### config.mk
export PLATFORM = sky130hd
export DESIGN_NAME = servo_pwm_array
export DESIGN_NICKNAME = d
export VERILOG_FILES = /design/src/rtl/servo_pkg.sv /design/src/rtl/servo_channel.sv /design/src/rtl/servo_pwm_array.sv
export SDC_FILE = /design/constraint.sdc
export NUM_CORES = 1
export LEC_CHECK = 0
export CORE_MARGIN = 3
export CORE_UTILIZATION = 23
export CTS_BUF_LIST = sky130_fd_sc_hd__clkbuf_16
export CTS_CLUSTER_SIZE = 40
export DETAILED_ROUTE_END_ITERATION = 16
export DONT_BUFFER_PORTS = 1
export GPL_ROUTABILITY_DRIVEN = 0
export GPL_TIMING_DRIVEN = 0
export PLACE_DENSITY = 0.47
export SLEW_MARGIN = 20
export SYNTH_ARGS = -nofsm -noshare
export SYNTH_HDL_FRONTEND = slang
export SYNTH_SLANG_ARGS = --single-unit
### constraint.sdc
create_clock -name clk -period 3.6 [get_ports clk]
set_input_delay 0.36 -clock clk [delete_from_list [all_inputs] [get_ports clk]]
set_output_delay 0.36 -clock clk [all_outputs]
set_load 0.01 [all_outputs]
### src/rtl/servo_pkg.sv
// Shared command encoding and command-to-pulse-width decode for the servo PWM array.
package servo_pkg;

  typedef enum logic [1:0] {
    CMD_STOP0 = 2'b00,
    CMD_FWD   = 2'b01,
    CMD_BACK  = 2'b10,
    CMD_STOP  = 2'b11
  } cmd_t;

  function automatic int unsigned cmd_to_width(input cmd_t cmd,
                                               input int unsigned t_back,
                                               input int unsigned t_stop,
                                               input int unsigned t_fwd);
    int unsigned w;
    case (cmd)
      CMD_FWD:  w = t_fwd;
      CMD_BACK: w = t_back;
      default:  w = t_stop;
    endcase
    return w;
  endfunction

endpackage

### src/rtl/servo_channel.sv
// One servo channel: frame-boundary command capture, optional slew limiting of the
// pulse width, and the registered pulse compare against the shared frame counter.
module servo_channel
  import servo_pkg::*;
#(
  parameter int unsigned CNT_W     = 12,
  parameter int unsigned T_BACK    = 154,
  parameter int unsigned T_STOP    = 230,
  parameter int unsigned T_FWD     = 307,
  parameter int unsigned RAMP_STEP = 8
) (
  input  logic             clk,
  input  logic             reset,
  input  logic             frame_end_i,
  input  logic [CNT_W-1:0] count_i,
  input  logic [1:0]       instr_i,
  input  logic             en_i,
  input  logic             ramp_en_i,
  output logic             pwm_o,
  output logic             settled_o
);

  localparam logic [CNT_W-1:0]        STOP_W = CNT_W'(T_STOP);
  localparam logic [CNT_W-1:0]        STEP_W = CNT_W'(RAMP_STEP);
  localparam logic signed [CNT_W:0]   STEP_S = $signed((CNT_W+1)'(RAMP_STEP));

  logic [CNT_W-1:0]      tgt_q, tgt_d, cur_q, cur_d, tgt_new_s;
  logic                  en_q, en_d, pwm_q, pwm_d;
  logic signed [CNT_W:0] diff_s;

  // Next-state: widths and enable only move at the frame boundary.
  always_comb begin
    tgt_new_s = CNT_W'(cmd_to_width(cmd_t'(instr_i), T_BACK, T_STOP, T_FWD));
    diff_s    = $signed({1'b0, tgt_new_s}) - $signed({1'b0, cur_q});
    tgt_d     = tgt_q;
    cur_d     = cur_q;
    en_d      = en_q;
    if (frame_end_i) begin
      tgt_d = tgt_new_s;
      en_d  = en_i;
      if (!en_i) begin
        cur_d = STOP_W;
      end else if (!ramp_en_i || RAMP_STEP == 32'd0) begin
        cur_d = tgt_new_s;
      end else if (diff_s > STEP_S) begin
        cur_d = cur_q + STEP_W;
      end else if (diff_s < -STEP_S) begin
        cur_d = cur_q - STEP_W;
      end else begin
        cur_d = tgt_new_s;
      end
    end else begin
      cur_d = cur_q;
    end
    // Compare uses the pre-edge count, so the pulse covers counts 1..cur_w.
    pwm_d = en_q && (count_i < cur_q);
  end

  // Channel state registers.
  always_ff @(posedge clk) begin
    if (reset) begin
      tgt_q <= STOP_W;
      cur_q <= STOP_W;
      en_q  <= 1'b0;
      pwm_q <= 1'b0;
    end else begin
      tgt_q <= tgt_d;
      cur_q <= cur_d;
      en_q  <= en_d;
      pwm_q <= pwm_d;
    end
  end

  assign pwm_o     = pwm_q;
  assign settled_o = (cur_q == tgt_q);

endmodule

### src/rtl/servo_pwm_array.sv
// Multi-channel servo PWM generator: one shared frame counter driving NCH
// independently commanded, optionally slew-limited pulse channels.
module servo_pwm_array
  import servo_pkg::*;
#(
  parameter int unsigned NCH       = 2,
  parameter int unsigned PERIOD    = 3072,
  parameter int unsigned T_BACK    = 154,
  parameter int unsigned T_STOP    = 230,
  parameter int unsigned T_FWD     = 307,
  parameter int unsigned RAMP_STEP = 8
) (
  input  logic             clk,
  input  logic             reset,
  input  logic [2*NCH-1:0] instr,
  input  logic [NCH-1:0]   en,
  input  logic             ramp_en,
  output logic [NCH-1:0]   pwm,
  output logic [NCH-1:0]   settled,
  output logic             frame_tick
);

  localparam int unsigned      CNT_W = $clog2(PERIOD);
  localparam logic [CNT_W-1:0] LAST  = CNT_W'(PERIOD - 32'd1);

  if (!(T_BACK > 32'd0 && T_BACK <= T_STOP && T_STOP <= T_FWD && T_FWD < PERIOD && NCH >= 32'd1))
  begin : g_bad_params
    $error("servo_pwm_array: illegal parameter set");
  end

  logic [CNT_W-1:0] count_q, count_d;
  logic             frame_end_s;

  // Free-running frame counter.
  always_comb begin
    frame_end_s = (count_q == LAST);
    if (frame_end_s) begin
      count_d = {CNT_W{1'b0}};
    end else begin
      count_d = count_q + {{(CNT_W-1){1'b0}}, 1'b1};
    end
  end

  // Counter register.
  always_ff @(posedge clk) begin
    if (reset) begin
      count_q <= {CNT_W{1'b0}};
    end else begin
      count_q <= count_d;
    end
  end

  assign frame_tick = (count_q == {CNT_W{1'b0}});

  for (genvar i = 0; i < NCH; i++) begin : g_ch
    servo_channel #(
      .CNT_W     (CNT_W),
      .T_BACK    (T_BACK),
      .T_STOP    (T_STOP),
      .T_FWD     (T_FWD),
      .RAMP_STEP (RAMP_STEP)
    ) u_ch (
      .clk         (clk),
      .reset       (reset),
      .frame_end_i (frame_end_s),
      .count_i     (count_q),
      .instr_i     (instr[2*i+1:2*i]),
      .en_i        (en[i]),
      .ramp_en_i   (ramp_en),
      .pwm_o       (pwm[i]),
      .settled_o   (settled[i])
    );
  end

endmodule

# ---- Word level (Yosys, flattened, before mapping)
# Cells that the tools add are included.
dict set report word_totals {
  regBits 64
  latchBits 0
  ramBits 0
  romBits 0
  out_inout_bits 5
  word_cells 43
  memories 0
}
dict set report op_classes {
  add_sub_neg 7
  mul 0
  div_mod_pow 0
  n_lt_le_gt_ge 6
  n_eq_ne 7
  n_shift 0
  mux 10
  bitwise_logic 0
  n_reduce_logical 4
}
# cell n
set op_table {}
lappend op_table {{$mux 12} 8}
lappend op_table {{$pmux 9 s2} 2}
lappend op_table {{$gt 13x5->1 const B} 2}
lappend op_table {{$lt 13x4->1 const B} 2}
lappend op_table {{$sub 9x12->13} 2}
lappend op_table {{$add 12x4->12 const B} 2}
lappend op_table {{$eq 12x12->1} 2}
lappend op_table {{$lt 12x12->1} 2}
lappend op_table {{$sub 12x4->12 const B} 2}
lappend op_table {{$add 12x1->12 const B} 1}
lappend op_table {{$eq 12x12->1 const B} 1}
lappend op_table {{$logic_not 12->1} 1}
lappend op_table {{$eq 2x1->1 const B} 2}
lappend op_table {{$eq 2x2->1 const B} 2}
lappend op_table {{$logic_and 1x1->1} 2}
lappend op_table {{$reduce_or 2->1} 1}

# ---- Depth between registers and ports, before layout
dict set report logic_depth {
  word_depth 8
  mapped_depth 16
}

# ---- Modules after synthesis
# Synthesis repeated with hierarchy kept, for this count alone.
dict set report unflattened {
  cells_unflattened 657
  hier_area_um2 5163.7
}
# mod n_inst cells_each area_per_inst_um2
set modules_own_cells {}
lappend modules_own_cells {{servo_channel (g_ch[0].u_ch)} 1 312 2367.3}
lappend modules_own_cells {{servo_channel (g_ch[1].u_ch)} 1 278 2192.1}
lappend modules_own_cells {servo_pwm_array 1 67 604.3}

# ---- Worst setup path before layout
# No wires, ideal clock.
dict set report synth_timing {
  path_type {input-to-reg}
  startpoint {input port instr[0]}
  endpoint {register g_ch[0].u_ch.cur_q[2]}
  setup_time_ns 0.120
  arrival_time_ns 3.524
  slack_ns -0.044
  path_stages 14
  path_buffers 1
  path_cell_list {inv_1 -> ha_1 -> ha_1 -> clkbuf_1 -> o21a_1 -> nor2_1 -> a31oi_1 -> xor2_1 -> or4b_1 -> or4b_4 -> o211ai_4 -> and2_1 -> a32oi_1 -> or2_1}
}
dict set report synth_between {
  elab_chain_len 8
  word_cells_on_any_way 10
}
# item line_no
set synth_lines {}
lappend synth_lines {{start: declaration} servo_pwm_array.sv:15} ;# input logic [2*NCH-1:0] instr,
lappend synth_lines {{$eq 2x2->1 / $eq 2x1->1 (equally long branches)} servo_pkg.sv:16} ;# case (cmd)
lappend synth_lines {{$pmux 9 s2 (*)} servo_pkg.sv:16}
lappend synth_lines {{net g_ch[0].u_ch.tgt_new_s[2]} servo_channel.sv:27} ;# logic [CNT_W-1:0] tgt_q, tgt_d, cur_q, cur_d, tgt_new_s;
lappend synth_lines {{$sub 9x12->13} servo_channel.sv:34} ;# diff_s = $signed({1'b0, tgt_new_s}) - $signed({1'b0, cur_q});
lappend synth_lines {{$lt 13x4->1} servo_channel.sv:47} ;# end else if (diff_s < -STEP_S) begin
lappend synth_lines {{$mux 12} servo_channel.sv:47}
lappend synth_lines {{$mux 12} servo_channel.sv:45} ;# end else if (diff_s > STEP_S) begin
lappend synth_lines {{$mux 12 (*)} servo_channel.sv:43} ;# end else if (!ramp_en_i || RAMP_STEP == 32'd0) begin
lappend synth_lines {{$mux 12 (*)} servo_channel.sv:41} ;# if (!en_i) begin
lappend synth_lines {{end signal: assignment} servo_channel.sv:68} ;# cur_q <= cur_d;
lappend synth_lines {{end: declaration} servo_channel.sv:27}
# The timed path passes the listed nets; every way through them passes the cells marked *.
# A chain may end at the register's enable or synchronous reset.

# ---- Worst setup path after layout
dict set report layout_timing {
  startpoint {register g_ch[0].u_ch.cur_q[3]}
  endpoint {register g_ch[0].u_ch.cur_q[2]}
}
dict set report layout_between {
  elab_chain_len 6
  word_cells_on_any_way 7
}
# item line_no
set layout_lines {}
lappend layout_lines {{$sub 9x12->13 (*)} servo_channel.sv:34}
lappend layout_lines {{$lt 13x4->1} servo_channel.sv:47}
lappend layout_lines {{$mux 12} servo_channel.sv:47}
lappend layout_lines {{$mux 12 (*)} servo_channel.sv:45}
lappend layout_lines {{$mux 12 (*)} servo_channel.sv:43}
lappend layout_lines {{$mux 12 (*)} servo_channel.sv:41}
# Every way passes the cells marked *; elsewhere a longest branch is shown, timed or not.

==> metrics.yaml <==
run_status:
  status: "complete, no violations"
pwr:
  combPwrFrac: 0.341
  power_density_nw_per_um2: 290.8
  p_int_mw: 1.066
  p_leak_nw: 2.252
  ir_drop_v: 0.0001893
  p_sw_mw: 0.5714
  power_frac_seq: 0.368
  power_frac_clock: 0.291
  sw_frac_of_total: 0.3489
global_route:
  gr-usage-met3: 0.01379
  grt_max_degree: 16
  grt_pass1_wl_um: 24290
  grt-busiest-layer: "met2"
  use_met2: 0.2099
  grt_overflow: 0
  antenna_found_initial: 0
  grt_pass1_vias: 4484
  grt_usage: 0.1245
  use_met1: 0.1732
clock_tree:
  path_clk_slew_ns: 0.07
  tritoncts: "built"
  clk_latency_ns: 0.29
  cts-root-buf: "clkbuf_16"
  clockBufferDepth: 2
  htreeDepth: 2
  numCtsBuffers: 5
  clock-sinks: 52
drt:
  drtPass1Iterations: 7
  final_antenna_net_count: 0
  via_per_inst: 5.042
  dr.first_iter.drc_count: 298
  routed_wl_um: 15010
  drc: 0
  via_count: 4714
  wire_per_inst_um: 16.05
synth:
  synth.top_cells.by_area: "dfxtp_1 21%, ha_1 12%, nand2_1 4.4%"
  synth_top_area_share: 0.2075
  netlist_area_um2: 5017
  async_reset_ff_frac: 0
  synth_edf_count: 0
  yosysSeqAreaShare: 0.2075
  synth_top_cell_by_area: "dfxtp_1"
  syn_avg_cell_area_um2: 7.602
  synthesis.nets: 719
  netlist_top_cells_count: "59 x nand2_1, 52 x dfxtp_1, 51 x inv_1, 51 x nor2_1, 50 x ha_1"
  synth_cell_type_count: 78
  synthesis.instances: 660
  synth_ff_type: "dfxtp_1"
  yosysWarnings: 0
  ys_ff_latch: 52
  yosysMostFrequentCell: "nand2_1"
sta:
  period_needed_ns: 3.523
  setup_viol: 0
  hold_viol: 0
  skew_ns: 0.006598
  period_share: 0.9785
  worstMarginPinSlew_ns: 0.9949
  slew_headroom: 0.3343
  rsz0062_at_grt: "yes"
  max_freq_mhz: 283.9
  timing.hold.ws_ns: 0.2214
  drv_slew: 0
setup_path:
  cp-start-kind: "register"
  cp_max_fo: 8
  critPathMaxStageDelay_ns: 0.56
  crit_required_ns: 3.78
  cp_num_buf_inv: 3
  crit_family: "simple AND/OR/NAND/NOR gates"
  endpoint_kind: "register"
  path_cells: "buf_4 > clkinvlp_4 > ha_2 > inv_1 > maj3_4 > a31oi_2 > xor2_1 > or4b_1 > or4b_4 > o211ai_4 > and2_1 > a32oi_1 > or2_1"
  arrival_ns: 3.70
  critPathSlowestCell: "or4b_1"
  critPathKind: "reg2reg"
finish:
  fillers: 2379
  multi_input_area_um2: 3681
  utilization: 0.2654
  regArea_um2: 1051
  final_nets: 718
  drive_above_1_share: 0.1197
  diodes: 0
  area_delta_synth_final_pct: 12.24
run:
  timing.max_cap.violations: 0
floorplanning:
  rows: 53
  core_um2: 21220
  num_io_pins: 14
  die_w_um: 153.7
  floorplan.initialDensity: 0.2364
  die_h_um: 153.7
  fp.dieArea_um2: 23620
place:
  dp_hpwl_um: 11770
  portBuffers: 0
min_path:
  min_path_type: "in2reg"
## what timing repair did
action                                  in CTS  in global routing
pin swaps                                    2                  4
buffers inserted                             2                  4
gates resized for setup                     10                 24
endpoints found under the setup margin      21                 21
hold endpoints to repair                     0                  0
hold buffers                                 0                  0
## worst register-to-register path, stage by stage (launching register included)
cell and delay, ns:
dfxtp_1 0.34, buf_4 0.20, clkinvlp_4 0.12, ha_2 0.19
inv_1 0.15, maj3_4 0.26, a31oi_2 0.09, xor2_1 0.18
or4b_1 0.56, or4b_4 0.55, o211ai_4 0.24, and2_1 0.20
a32oi_1 0.11, or2_1 0.24
## final cells by class
cell class	count	share of cell area
Sequential cell	52	0.1866
Buffer	29	0.02822
Clock inverter	3	0.002666
Inverter	51	0.03533
Multi-Input combinational cell	514	0.6536
Timing Repair Buffer	6	0.01022
Clock buffer	5	0.02222
Tap cell	275	0.06110
## kinds of logic after synthesis
logic type	Yosys count	synth area share
adder cells (fa/ha/maj)	52	0.1297
AND/OR/NAND/NOR	234	0.2362
multiplexers	6	0.01247
AO/OA/AOI/OAI	179	0.2549
XOR/XNOR	43	0.08030
buffers and inverters	94	0.07905
flip-flops	52	0.2075
## stage by stage
stage | worst slack [ns] | setup TNS (ns) | instance area, µm² | power (mW) | std cells
2_1_floorplan | 0.06006 | 0 | 5019 | 1.016 | 660
3_3_place_gp | -0.4588 | -4.908 | 5363 | 1.134 | 935
3_5_place_dp | -0.4717 | -4.669 | 5363 | 1.132 | 935
4_1_cts | 0.005469 | 0 | 5517 | 1.628 | 934
5_1_grt | -0.002022 | -0.002022 | 5632 | 1.744 | 935
6_report | 0.07723 | 0 | 5632 | 1.638 | 935
## placed cells by master (no fill, tap or decap), drive strengths merged, types with 12 or more instances in the layout
cell,count
a21oi,38
xor2,22
o21ai,36
ha,50
nand4,12
nor3,22
clkbuf,21
nand3,24
buf,19
inv,50
nor2,51
a31oi,13
dfxtp,52
xnor2,21
nand2,59
## power by group through the flow
stage	combinational, mW	sequential, mW	clock [mW]
after CTS	0.534	0.603	0.491
after global routing	0.621	0.604	0.520
final	0.558	0.603	0.476
after detailed placement	0.515	0.617	0
after floorplan	0.405	0.611	0
after global placement	0.517	0.617	0
## path summary, 6_finish.rpt
path	start	endpoint	slack [ns]	cells past startpoint
max	g_ch[0].u_ch.cur_q[3]	g_ch[0].u_ch.cur_q[2]	0.08	13
min	en[0]	g_ch[0].u_ch.cur_q[0]	0.22	2
min reg2reg	g_ch[1].u_ch.en_q	g_ch[1].u_ch.en_q	0.45	2
max reg2reg	g_ch[0].u_ch.cur_q[3]	g_ch[0].u_ch.cur_q[2]	0.08	13
## registers in the layout, summed over array words and instances (netlist names)
signal,flops
count_q,12
g_ch.u_ch.pwm_o,2
g_ch.u_ch.cur_q,24
g_ch.u_ch.en_q,2
g_ch.u_ch.tgt_q,12
## per-layer routing
metal / vias to the layer above / routed length (µm)
li1: 2394 / -
met5: - / 0
met1: 2245 / 7310
met3: 13 / 458
met4: 0 / 182
met2: 62 / 7056
No activity file was read; power rests on OpenSTA's default activity.
